File: src/rtl/sig_meas_pkg.sv
// Shared definitions for the signal measurement block: sample width,
// default window/hysteresis sizes and the measurement FSM state encoding.
package sig_meas_pkg;

  localparam int DW          = 8;
  localparam int WIN_LEN_DEF = 4096;
  localparam int CNT_W_DEF   = 13;
  localparam int HYST_DEF    = 8;

  typedef enum logic [2:0] {
    ST_IDLE   = 3'd0,
    ST_PEAK   = 3'd1,
    ST_THR    = 3'd2,
    ST_PERIOD = 3'd3,
    ST_DONE   = 3'd4
  } state_e;

endpackage

File: src/rtl/sig_meas_if.sv
// ADC-side bus of the measurement block: sample input, start/busy/done
// handshake and the held measurement results.
interface sig_meas_if #(
  parameter int DW    = sig_meas_pkg::DW,
  parameter int CNT_W = sig_meas_pkg::CNT_W_DEF
);

  logic             start;
  logic [DW-1:0]    ad_data;
  logic             ad_clk;
  logic             busy;
  logic             done;
  logic [DW-1:0]    vmax;
  logic [DW-1:0]    vmin;
  logic [DW-1:0]    vpp;
  logic [CNT_W-1:0] period;
  logic             no_signal;

  // Controller / ADC side
  modport master (
    output start, ad_data,
    input  ad_clk, busy, done, vmax, vmin, vpp, period, no_signal
  );

  // Measurement block side
  modport slave (
    input  start, ad_data,
    output ad_clk, busy, done, vmax, vmin, vpp, period, no_signal
  );

endinterface

File: src/rtl/sig_meas_xdet.sv
// Hysteresis crossing detector: arms when the sample drops to thr_lo or
// below and fires for one cycle when an armed sample reaches thr_hi.
module sig_meas_xdet #(
  parameter int DW = sig_meas_pkg::DW
) (
  input  logic          clk_i,
  input  logic          rst_ni,
  input  logic          en_i,
  input  logic [DW-1:0] s_i,
  input  logic [DW-1:0] thr_lo_i,
  input  logic [DW-1:0] thr_hi_i,
  output logic          fire_o
);

  logic arm_q, arm_d;
  logic fire;

  // Fire beats arm when both hold; disabling drops any pending arm
  always_comb begin
    fire  = en_i && arm_q && (s_i >= thr_hi_i);
    arm_d = arm_q;
    if (!en_i) begin
      arm_d = 1'b0;
    end else if (fire) begin
      arm_d = 1'b0;
    end else if (s_i <= thr_lo_i) begin
      arm_d = 1'b1;
    end
  end

  // Arm flag register
  always_ff @(posedge clk_i or negedge rst_ni) begin
    if (!rst_ni) begin
      arm_q <= 1'b0;
    end else begin
      arm_q <= arm_d;
    end
  end

  assign fire_o = fire;

endmodule

File: src/rtl/sig_meas.sv
// Two-pass ADC signal measurement: a peak pass over WIN_LEN samples finds
// vmax/vmin, then a period pass times two hysteresis crossings of the
// mid level. Results are held until the next measurement completes.
module sig_meas #(
  parameter int DW      = sig_meas_pkg::DW,
  parameter int WIN_LEN = sig_meas_pkg::WIN_LEN_DEF,
  parameter int CNT_W   = sig_meas_pkg::CNT_W_DEF,
  parameter int HYST    = sig_meas_pkg::HYST_DEF
) (
  input logic       clk_50M,
  input logic       rst_n,
  sig_meas_if.slave bus
);

  import sig_meas_pkg::*;

  localparam logic [DW-1:0]    HYST_V    = DW'(HYST);
  localparam logic [DW:0]      HYST2_V   = (DW+1)'(2 * HYST);
  localparam logic [CNT_W-1:0] WIN_END   = CNT_W'(WIN_LEN);
  localparam logic [CNT_W-1:0] TOUT_LAST = CNT_W'(WIN_LEN - 1);

  // Mid level of max and min; the extra sum bit keeps the carry
  function automatic logic [DW-1:0] mid_level(input logic [DW-1:0] hi,
                                              input logic [DW-1:0] lo);
    logic [DW:0] sum;
    sum = {1'b0, hi} + {1'b0, lo};
    return sum[DW:1];
  endfunction

  // a - b clamped at the bottom of the range
  function automatic logic [DW-1:0] sat_sub(input logic [DW-1:0] a,
                                            input logic [DW-1:0] b);
    logic [DW:0] diff;
    diff = {1'b0, a} - {1'b0, b};
    return diff[DW] ? '0 : diff[DW-1:0];
  endfunction

  // a + b clamped at the top of the range
  function automatic logic [DW-1:0] sat_add(input logic [DW-1:0] a,
                                            input logic [DW-1:0] b);
    logic [DW:0] sum;
    sum = {1'b0, a} + {1'b0, b};
    return sum[DW] ? '1 : sum[DW-1:0];
  endfunction

  state_e           state_q, state_d;
  logic [DW-1:0]    s_reg_q;
  logic [DW-1:0]    max_q, max_d, min_q, min_d;
  logic [DW-1:0]    thr_lo_q, thr_lo_d, thr_hi_q, thr_hi_d;
  logic [CNT_W-1:0] cnt_q, cnt_d;
  logic [CNT_W-1:0] pcnt_q, pcnt_d;
  logic             have_first_q, have_first_d;
  logic             busy_q, busy_d;
  logic             done_q, done_d;
  logic [DW-1:0]    vmax_q, vmax_d, vmin_q, vmin_d, vpp_q, vpp_d;
  logic [CNT_W-1:0] period_q, period_d;
  logic             nosig_q, nosig_d;

  logic [DW-1:0]    span;
  logic [DW-1:0]    thr_mid;
  logic             xdet_en;
  logic             fire;
  logic             finish;
  logic [CNT_W-1:0] fin_period;
  logic             fin_nosig;

  assign span    = max_q - min_q;
  assign thr_mid = mid_level(max_q, min_q);
  assign xdet_en = (state_q == ST_PERIOD);

  sig_meas_xdet #(
    .DW (DW)
  ) u_xdet (
    .clk_i    (clk_50M),
    .rst_ni   (rst_n),
    .en_i     (xdet_en),
    .s_i      (s_reg_q),
    .thr_lo_i (thr_lo_q),
    .thr_hi_i (thr_hi_q),
    .fire_o   (fire)
  );

  // FSM state register
  always_ff @(posedge clk_50M or negedge rst_n) begin
    if (!rst_n) begin
      state_q <= ST_IDLE;
    end else begin
      state_q <= state_d;
    end
  end

  // Next state, trackers, counters and result loading
  always_comb begin
    state_d      = state_q;
    max_d        = max_q;
    min_d        = min_q;
    thr_lo_d     = thr_lo_q;
    thr_hi_d     = thr_hi_q;
    cnt_d        = cnt_q;
    pcnt_d       = pcnt_q;
    have_first_d = have_first_q;
    busy_d       = busy_q;
    done_d       = 1'b0;
    vmax_d       = vmax_q;
    vmin_d       = vmin_q;
    vpp_d        = vpp_q;
    period_d     = period_q;
    nosig_d      = nosig_q;
    finish       = 1'b0;
    fin_period   = '0;
    fin_nosig    = 1'b1;

    case (state_q)
      ST_IDLE: begin
        if (bus.start) begin
          state_d = ST_PEAK;
          busy_d  = 1'b1;
          cnt_d   = '0;
          max_d   = '0;
          min_d   = '1;
        end
      end

      // Cycle 0 holds a sample registered at the entry edge; the window
      // proper is the following WIN_LEN samples
      ST_PEAK: begin
        if (cnt_q != '0) begin
          if (s_reg_q > max_q) max_d = s_reg_q;
          if (s_reg_q < min_q) min_d = s_reg_q;
        end
        if (cnt_q == WIN_END) begin
          state_d = ST_THR;
        end else begin
          cnt_d = cnt_q + 1'b1;
        end
      end

      ST_THR: begin
        thr_lo_d     = sat_sub(thr_mid, HYST_V);
        thr_hi_d     = sat_add(thr_mid, HYST_V);
        cnt_d        = '0;
        pcnt_d       = '0;
        have_first_d = 1'b0;
        if ({1'b0, span} < HYST2_V) begin
          finish = 1'b1;
        end else begin
          state_d = ST_PERIOD;
        end
      end

      // cnt is the timeout; pcnt measures distance from the first fire
      ST_PERIOD: begin
        cnt_d = cnt_q + 1'b1;
        if (fire && have_first_q) begin
          finish     = 1'b1;
          fin_period = pcnt_q + 1'b1;
          fin_nosig  = 1'b0;
        end else begin
          if (fire) begin
            pcnt_d       = '0;
            have_first_d = 1'b1;
          end else if (have_first_q) begin
            pcnt_d = pcnt_q + 1'b1;
          end
          if (cnt_q == TOUT_LAST) begin
            finish = 1'b1;
          end
        end
      end

      ST_DONE: begin
        busy_d  = 1'b0;
        state_d = ST_IDLE;
      end

      default: begin
        state_d = ST_IDLE;
      end
    endcase

    if (finish) begin
      state_d  = ST_DONE;
      done_d   = 1'b1;
      vmax_d   = max_q;
      vmin_d   = min_q;
      vpp_d    = span;
      period_d = fin_period;
      nosig_d  = fin_nosig;
    end
  end

  // Input sample register, trackers, counters and held results
  always_ff @(posedge clk_50M or negedge rst_n) begin
    if (!rst_n) begin
      s_reg_q      <= '0;
      max_q        <= '0;
      min_q        <= '0;
      thr_lo_q     <= '0;
      thr_hi_q     <= '0;
      cnt_q        <= '0;
      pcnt_q       <= '0;
      have_first_q <= 1'b0;
      busy_q       <= 1'b0;
      done_q       <= 1'b0;
      vmax_q       <= '0;
      vmin_q       <= '0;
      vpp_q        <= '0;
      period_q     <= '0;
      nosig_q      <= 1'b0;
    end else begin
      s_reg_q      <= bus.ad_data;
      max_q        <= max_d;
      min_q        <= min_d;
      thr_lo_q     <= thr_lo_d;
      thr_hi_q     <= thr_hi_d;
      cnt_q        <= cnt_d;
      pcnt_q       <= pcnt_d;
      have_first_q <= have_first_d;
      busy_q       <= busy_d;
      done_q       <= done_d;
      vmax_q       <= vmax_d;
      vmin_q       <= vmin_d;
      vpp_q        <= vpp_d;
      period_q     <= period_d;
      nosig_q      <= nosig_d;
    end
  end

  assign bus.ad_clk    = clk_50M;
  assign bus.busy      = busy_q;
  assign bus.done      = done_q;
  assign bus.vmax      = vmax_q;
  assign bus.vmin      = vmin_q;
  assign bus.vpp       = vpp_q;
  assign bus.period    = period_q;
  assign bus.no_signal = nosig_q;

endmodule

File: src/flat_wrapper.sv
// flat-port wrapper written by rule: the top's interface ports become plain ports
module sig_meas_flat import sig_meas_pkg::*;
#(
  parameter int DW      = sig_meas_pkg::DW,
  parameter int WIN_LEN = sig_meas_pkg::WIN_LEN_DEF,
  parameter int CNT_W   = sig_meas_pkg::CNT_W_DEF,
  parameter int HYST    = sig_meas_pkg::HYST_DEF
)
  (clk_50M, rst_n, bus_start, bus_ad_data, bus_ad_clk, bus_busy, bus_done, bus_vmax, bus_vmin, bus_vpp, bus_period, bus_no_signal);
  sig_meas_if #(.DW(DW), .CNT_W(CNT_W)) bus_i ();
  input logic clk_50M;
  input logic rst_n;
  input wire logic [$bits(bus_i.start)-1:0] bus_start;
  input wire logic [$bits(bus_i.ad_data)-1:0] bus_ad_data;
  output wire logic [$bits(bus_i.ad_clk)-1:0] bus_ad_clk;
  output wire logic [$bits(bus_i.busy)-1:0] bus_busy;
  output wire logic [$bits(bus_i.done)-1:0] bus_done;
  output wire logic [$bits(bus_i.vmax)-1:0] bus_vmax;
  output wire logic [$bits(bus_i.vmin)-1:0] bus_vmin;
  output wire logic [$bits(bus_i.vpp)-1:0] bus_vpp;
  output wire logic [$bits(bus_i.period)-1:0] bus_period;
  output wire logic [$bits(bus_i.no_signal)-1:0] bus_no_signal;
  assign bus_i.start = bus_start;
  assign bus_i.ad_data = bus_ad_data;
  assign bus_ad_clk = bus_i.ad_clk;
  assign bus_busy = bus_i.busy;
  assign bus_done = bus_i.done;
  assign bus_vmax = bus_i.vmax;
  assign bus_vmin = bus_i.vmin;
  assign bus_vpp = bus_i.vpp;
  assign bus_period = bus_i.period;
  assign bus_no_signal = bus_i.no_signal;
  sig_meas #(.DW(DW), .WIN_LEN(WIN_LEN), .CNT_W(CNT_W), .HYST(HYST)) u_core (.clk_50M(clk_50M), .rst_n(rst_n), .bus(bus_i));
endmodule
File: config.mk
export PLATFORM = sky130hd
export DESIGN_NAME = sig_meas_flat
export DESIGN_NICKNAME = d
export VERILOG_FILES = /design/src/rtl/sig_meas_pkg.sv /design/src/rtl/sig_meas_if.sv /design/src/rtl/sig_meas_xdet.sv /design/src/rtl/sig_meas.sv /design/src/flat_wrapper.sv
export SDC_FILE = /design/constraint.sdc
export NUM_CORES = 1
export LEC_CHECK = 0
export BUFFER_PORTS_ARGS = -buffer_cell sky130_fd_sc_hd__buf_2
export CAP_MARGIN = 25
export CORE_MARGIN = 2
export CORE_UTILIZATION = 55
export DETAILED_ROUTE_END_ITERATION = 10
export GPL_TIMING_DRIVEN = 0
export PLACE_DENSITY_LB_ADDON = 0.15
export SLEW_MARGIN = 0
export SYNTH_ARGS = -nofsm -noshare
export SYNTH_HDL_FRONTEND = slang
export SYNTH_SLANG_ARGS = --single-unit
File: constraint.sdc
create_clock -name clk_50M -period 4.1 [get_ports clk_50M]
set_input_delay 0.82 -clock clk_50M [delete_from_list [all_inputs] [get_ports clk_50M]]
set_output_delay 0.82 -clock clk_50M [all_outputs]
set_load 0.03 [all_outputs]
==> implementation parameters <==
Parameter                              Value

Power
  Power density over the cells    648 nW/um^2
  Clock share of power    22.6%
  Maximum VDD drop    0.343 mV
  Internal power contribution    2780 uW
  Leak Pwr    0.00368 uW
  Combinational cell fraction of total power    48.0%
  Register share of total power    29.4%
  Proportion of total power due to net switching    43.1%
  Net switching component of the power    2100 uW

Placement
  Final GP Congestion    0.900
  Quantity of I/O buffers inserted on ports    51
  Half-perimeter wire length after detailed placement    11,800 um

Route
  First-iteration detailed-routing DRC count    466
  Mean routed wirelength per cell    18.3 um
  ANT nets after route    0
  Final routed DRC violation total    0
  Detailed-route via count    5,512
  Final wirelength    16,200 um
  Ratio of routed vias to standard cells    6.20
  Initial DRT Pass Iterations    5

Floorplan
  Total Die Area    13,100 um^2
  Chip height    114 um
  Horiz. Die Dim    114 um
  Total core area    12,000 um^2
  # IOs    52
  Starting Density    55.9%
  Number of standard-cell rows in the floorplan    40

Hold path
  Class of the tightest hold or removal check    input pin to async pin

Synthesis
  Top cells by area in the synthesized netlist    sky130_fd_sc_hd__dfrtp_1, sky130_fd_sc_hd__ha_1, sky130_fd_sc_hd__mux2_4, sky130_fd_sc_hd__a22o_1, sky130_fd_sc_hd__nor2_1
  Register bit total from synthesis    111
  Area of the mapped netlist    6690 um^2
  Post-synth cell types    71
  Nets in the synthesized netlist    735
  Most area-hungry cell type in the Yosys netlist    sky130_fd_sc_hd__dfrtp_1
  Library cell with the highest instance count after synthesis    sky130_fd_sc_hd__dfrtp_1
  Area share of the largest cell type after synthesis    41.5%
  Post-synthesis sequential area ratio    41.5%
  Avg Synthesized Cell Area    9.96 um^2
  Top post-synthesis cells by count    sky130_fd_sc_hd__dfrtp_1, sky130_fd_sc_hd__nor2_1, sky130_fd_sc_hd__inv_1, sky130_fd_sc_hd__ha_1, sky130_fd_sc_hd__a21oi_1
  Count of flip-flops with a built-in enable after synthesis    0
  Synthesized netlist cell count    671
  Flip-flop cell with the highest count after synthesis    sky130_fd_sc_hd__dfrtp_1
  Proportion of synthesized flip-flops having asynchronous set or reset    100%
  Number of synthesis warnings    0

Timing
  RSZ-0062 raised after global routing    no
  Remaining max-slew budget at the tightest pin    27.6%
  Sum of negative setup slack    0 ns
  Number of failing hold endpoints at the final stage    0
  Final setup violation count    0
  Number of pins exceeding their max-slew limit in the final report    0
  Clock Skews    0.0105 ns
  Tightest Pin Transition    1.08 ns

Global routing
  GR Overflow Total    0
  Vias in the first global route    5,425
  Overall fraction of global-route tracks in use    26.0%
  Antenna violations before repair    0
  Wire length of the first global-routing pass    26,800 um
  Maximum number of pins on one net before global-route repair    73

Worst setup path
  Setup Crit Path Kind    clock port to output port
  Largest fanout on the critical path    2
  Endpoint class of the critical path    output port
  Start point of the critical path    clk_50M
  Required arrival time at the worst endpoint    3.28 ns
  Crit start category    clock port
  Crit path arrival time    2.58 ns
  Launch instance of the worst register-to-register path    u_core.s_reg_q[7]

Clock network
  Post-CTS Repair Setup Buffers    0
  Register clock-pin slew on the reported worst setup and hold paths    0.07 ns
  Clock network latency to the later pin of the worst-skew pair    0.48 ns
  Number of cells upsized or downsized after cts    0
  Number of buffers inserted for hold repair after clock tree synthesis    0
  TritonCTS clock tree    built

Job
  Maximum Capacitance Violations    0

Cells and area
  Layout fillers    1,019
  Fraction of layout instances using a drive strength above 1    15.2%
  Finished Core Util    63.0%
  Multi-input logic area    3560 um^2
  Sequential cell area in the final layout    2780 um^2
  Area growth from synthesis to layout    12.7%
  Total inserted antenna cells    0
  Nets@finish    801

Run status
  Outcome    complete, no violations
[sequential cells by signal, indices dropped and copies added (netlist names)]
signal,cells
u_core.bus.period,13
u_core.cnt_q,13
u_core.pcnt_q,13
u_core.bus.vmax,8
u_core.bus.vmin,8
u_core.bus.vpp,8
u_core.max_q,8
u_core.min_q,8
u_core.s_reg_q,8
u_core.thr_hi_q,8
u_core.thr_lo_q,8
u_core.state_q,3
u_core.bus.busy,1
u_core.bus.done,1
u_core.bus.no_signal,1
u_core.have_first_q,1
u_core.u_xdet.arm_q,1
[stage by stage]
| step | instance area [um^2] | power, uW | hold slack, ns | std cells | setup slack, ns |
|---|---|---|---|---|---|
| 2_1_floorplan | 6690 | 3180 | 0.449 | 671 | 1.09 |
| 3_5_place_dp | 7160 | 3760 | 0.476 | 870 | 0.964 |
| 3_3_place_gp | 7130 | 3670 | 0.467 | 869 | 0.964 |
| 5_1_grt | 7540 | 5220 | 0.361 | 889 | 0.692 |
| 4_1_cts | 7540 | 4850 | 0.343 | 889 | 0.697 |
| 6_report | 7540 | 4880 | 0.327 | 889 | 0.703 |
[layer usage]
metal	part of all wire, %	global-route usage (%)	up-vias
met5	0	0	-
met4	2.1	9.67	0
met3	4.3	4.13	30
met2	47	42.4	170
met1	47	35.2	2725
li1	-	-	2587
[power groups by stage]
stage	combinational (uW)	clock (uW)	sequential, uW
floorplan	1760	36.5	1390
global placement	2190	43.8	1440
detailed placement	2260	43.8	1450
CTS	2300	1120	1430
global route	2600	1150	1460
finish	2340	1100	1440
[critical path: stages]
cell and delay (ns):
sky130_fd_sc_hd__clkbuf_16 0.12, sky130_fd_sc_hd__clkbuf_16 0.13, sky130_fd_sc_hd__buf_4 0.11, sky130_fd_sc_hd__buf_2 0.16
[cells by family (layout without fill, tap and decap cells)]
family                   count (synthesis)  after routing  synth area share, %
buffers and inverters                   80            151                 5.18
flip-flops                             111            111                 41.5
AND/OR/NAND/NOR                        192            192                 14.7
multiplexers                            22             22                 4.66
XOR/XNOR                                23             23                 3.01
AO/OA/AOI/OAI                          190            190                 20.7
adder cells (fa/ha/maj)                 53             53                 10.1
[worst paths after layout]
path	end	slack [ns]	cells after the start
setup / recovery	bus_ad_clk	0.70	4
hold / removal	u_core.bus.vmax[0]	0.33	1
setup reg to reg	u_core.pcnt_q[2]	0.87	8
hold reg to reg	u_core.thr_lo_q[5]	0.50	2
max in group asynchronous	u_core.have_first_q	3.02	2
min in group clk_50M	u_core.s_reg_q[1]	0.45	1
[cell usage in the layout, fill, tap and decap left out, types with 5 or more instances in the layout]
cell,count
sky130_fd_sc_hd__mux2_4,18
sky130_fd_sc_hd__a22o_1,29
sky130_fd_sc_hd__clkbuf_16,12
sky130_fd_sc_hd__o21ai_0,27
sky130_fd_sc_hd__dfrtp_1,111
sky130_fd_sc_hd__o22a_1,8
sky130_fd_sc_hd__nand2b_1,15
sky130_fd_sc_hd__o21a_1,9
sky130_fd_sc_hd__a21oi_1,33
sky130_fd_sc_hd__a211oi_1,5
sky130_fd_sc_hd__nand4_1,14
sky130_fd_sc_hd__buf_2,54
sky130_fd_sc_hd__nand2_1,29
sky130_fd_sc_hd__nor3_1,11
sky130_fd_sc_hd__or3_1,6
sky130_fd_sc_hd__xor2_1,6
sky130_fd_sc_hd__inv_1,54
sky130_fd_sc_hd__nor2_1,60
sky130_fd_sc_hd__nor2b_1,8
sky130_fd_sc_hd__o211ai_1,8
sky130_fd_sc_hd__nand3_1,18
sky130_fd_sc_hd__o31ai_1,8
sky130_fd_sc_hd__xnor2_1,17
sky130_fd_sc_hd__and3_1,6
sky130_fd_sc_hd__clkbuf_1,15
sky130_fd_sc_hd__a31oi_1,10
sky130_fd_sc_hd__a21o_1,10
sky130_fd_sc_hd__ha_1,51
sky130_fd_sc_hd__nor4_1,6
[final cells by class]
cell class | instances | area share, %
Sequential cell | 111 | 36.9
Clock inverter | 6 | 0.896
Multi-Input combinational cell | 480 | 47.3
Timing Repair Buffer | 51 | 3.72
Buffer | 26 | 1.91
Clock buffer | 14 | 4.23
Inverter | 54 | 2.69
Tap cell | 147 | 2.44
Note: power is estimated with default switching activity, not from simulation.
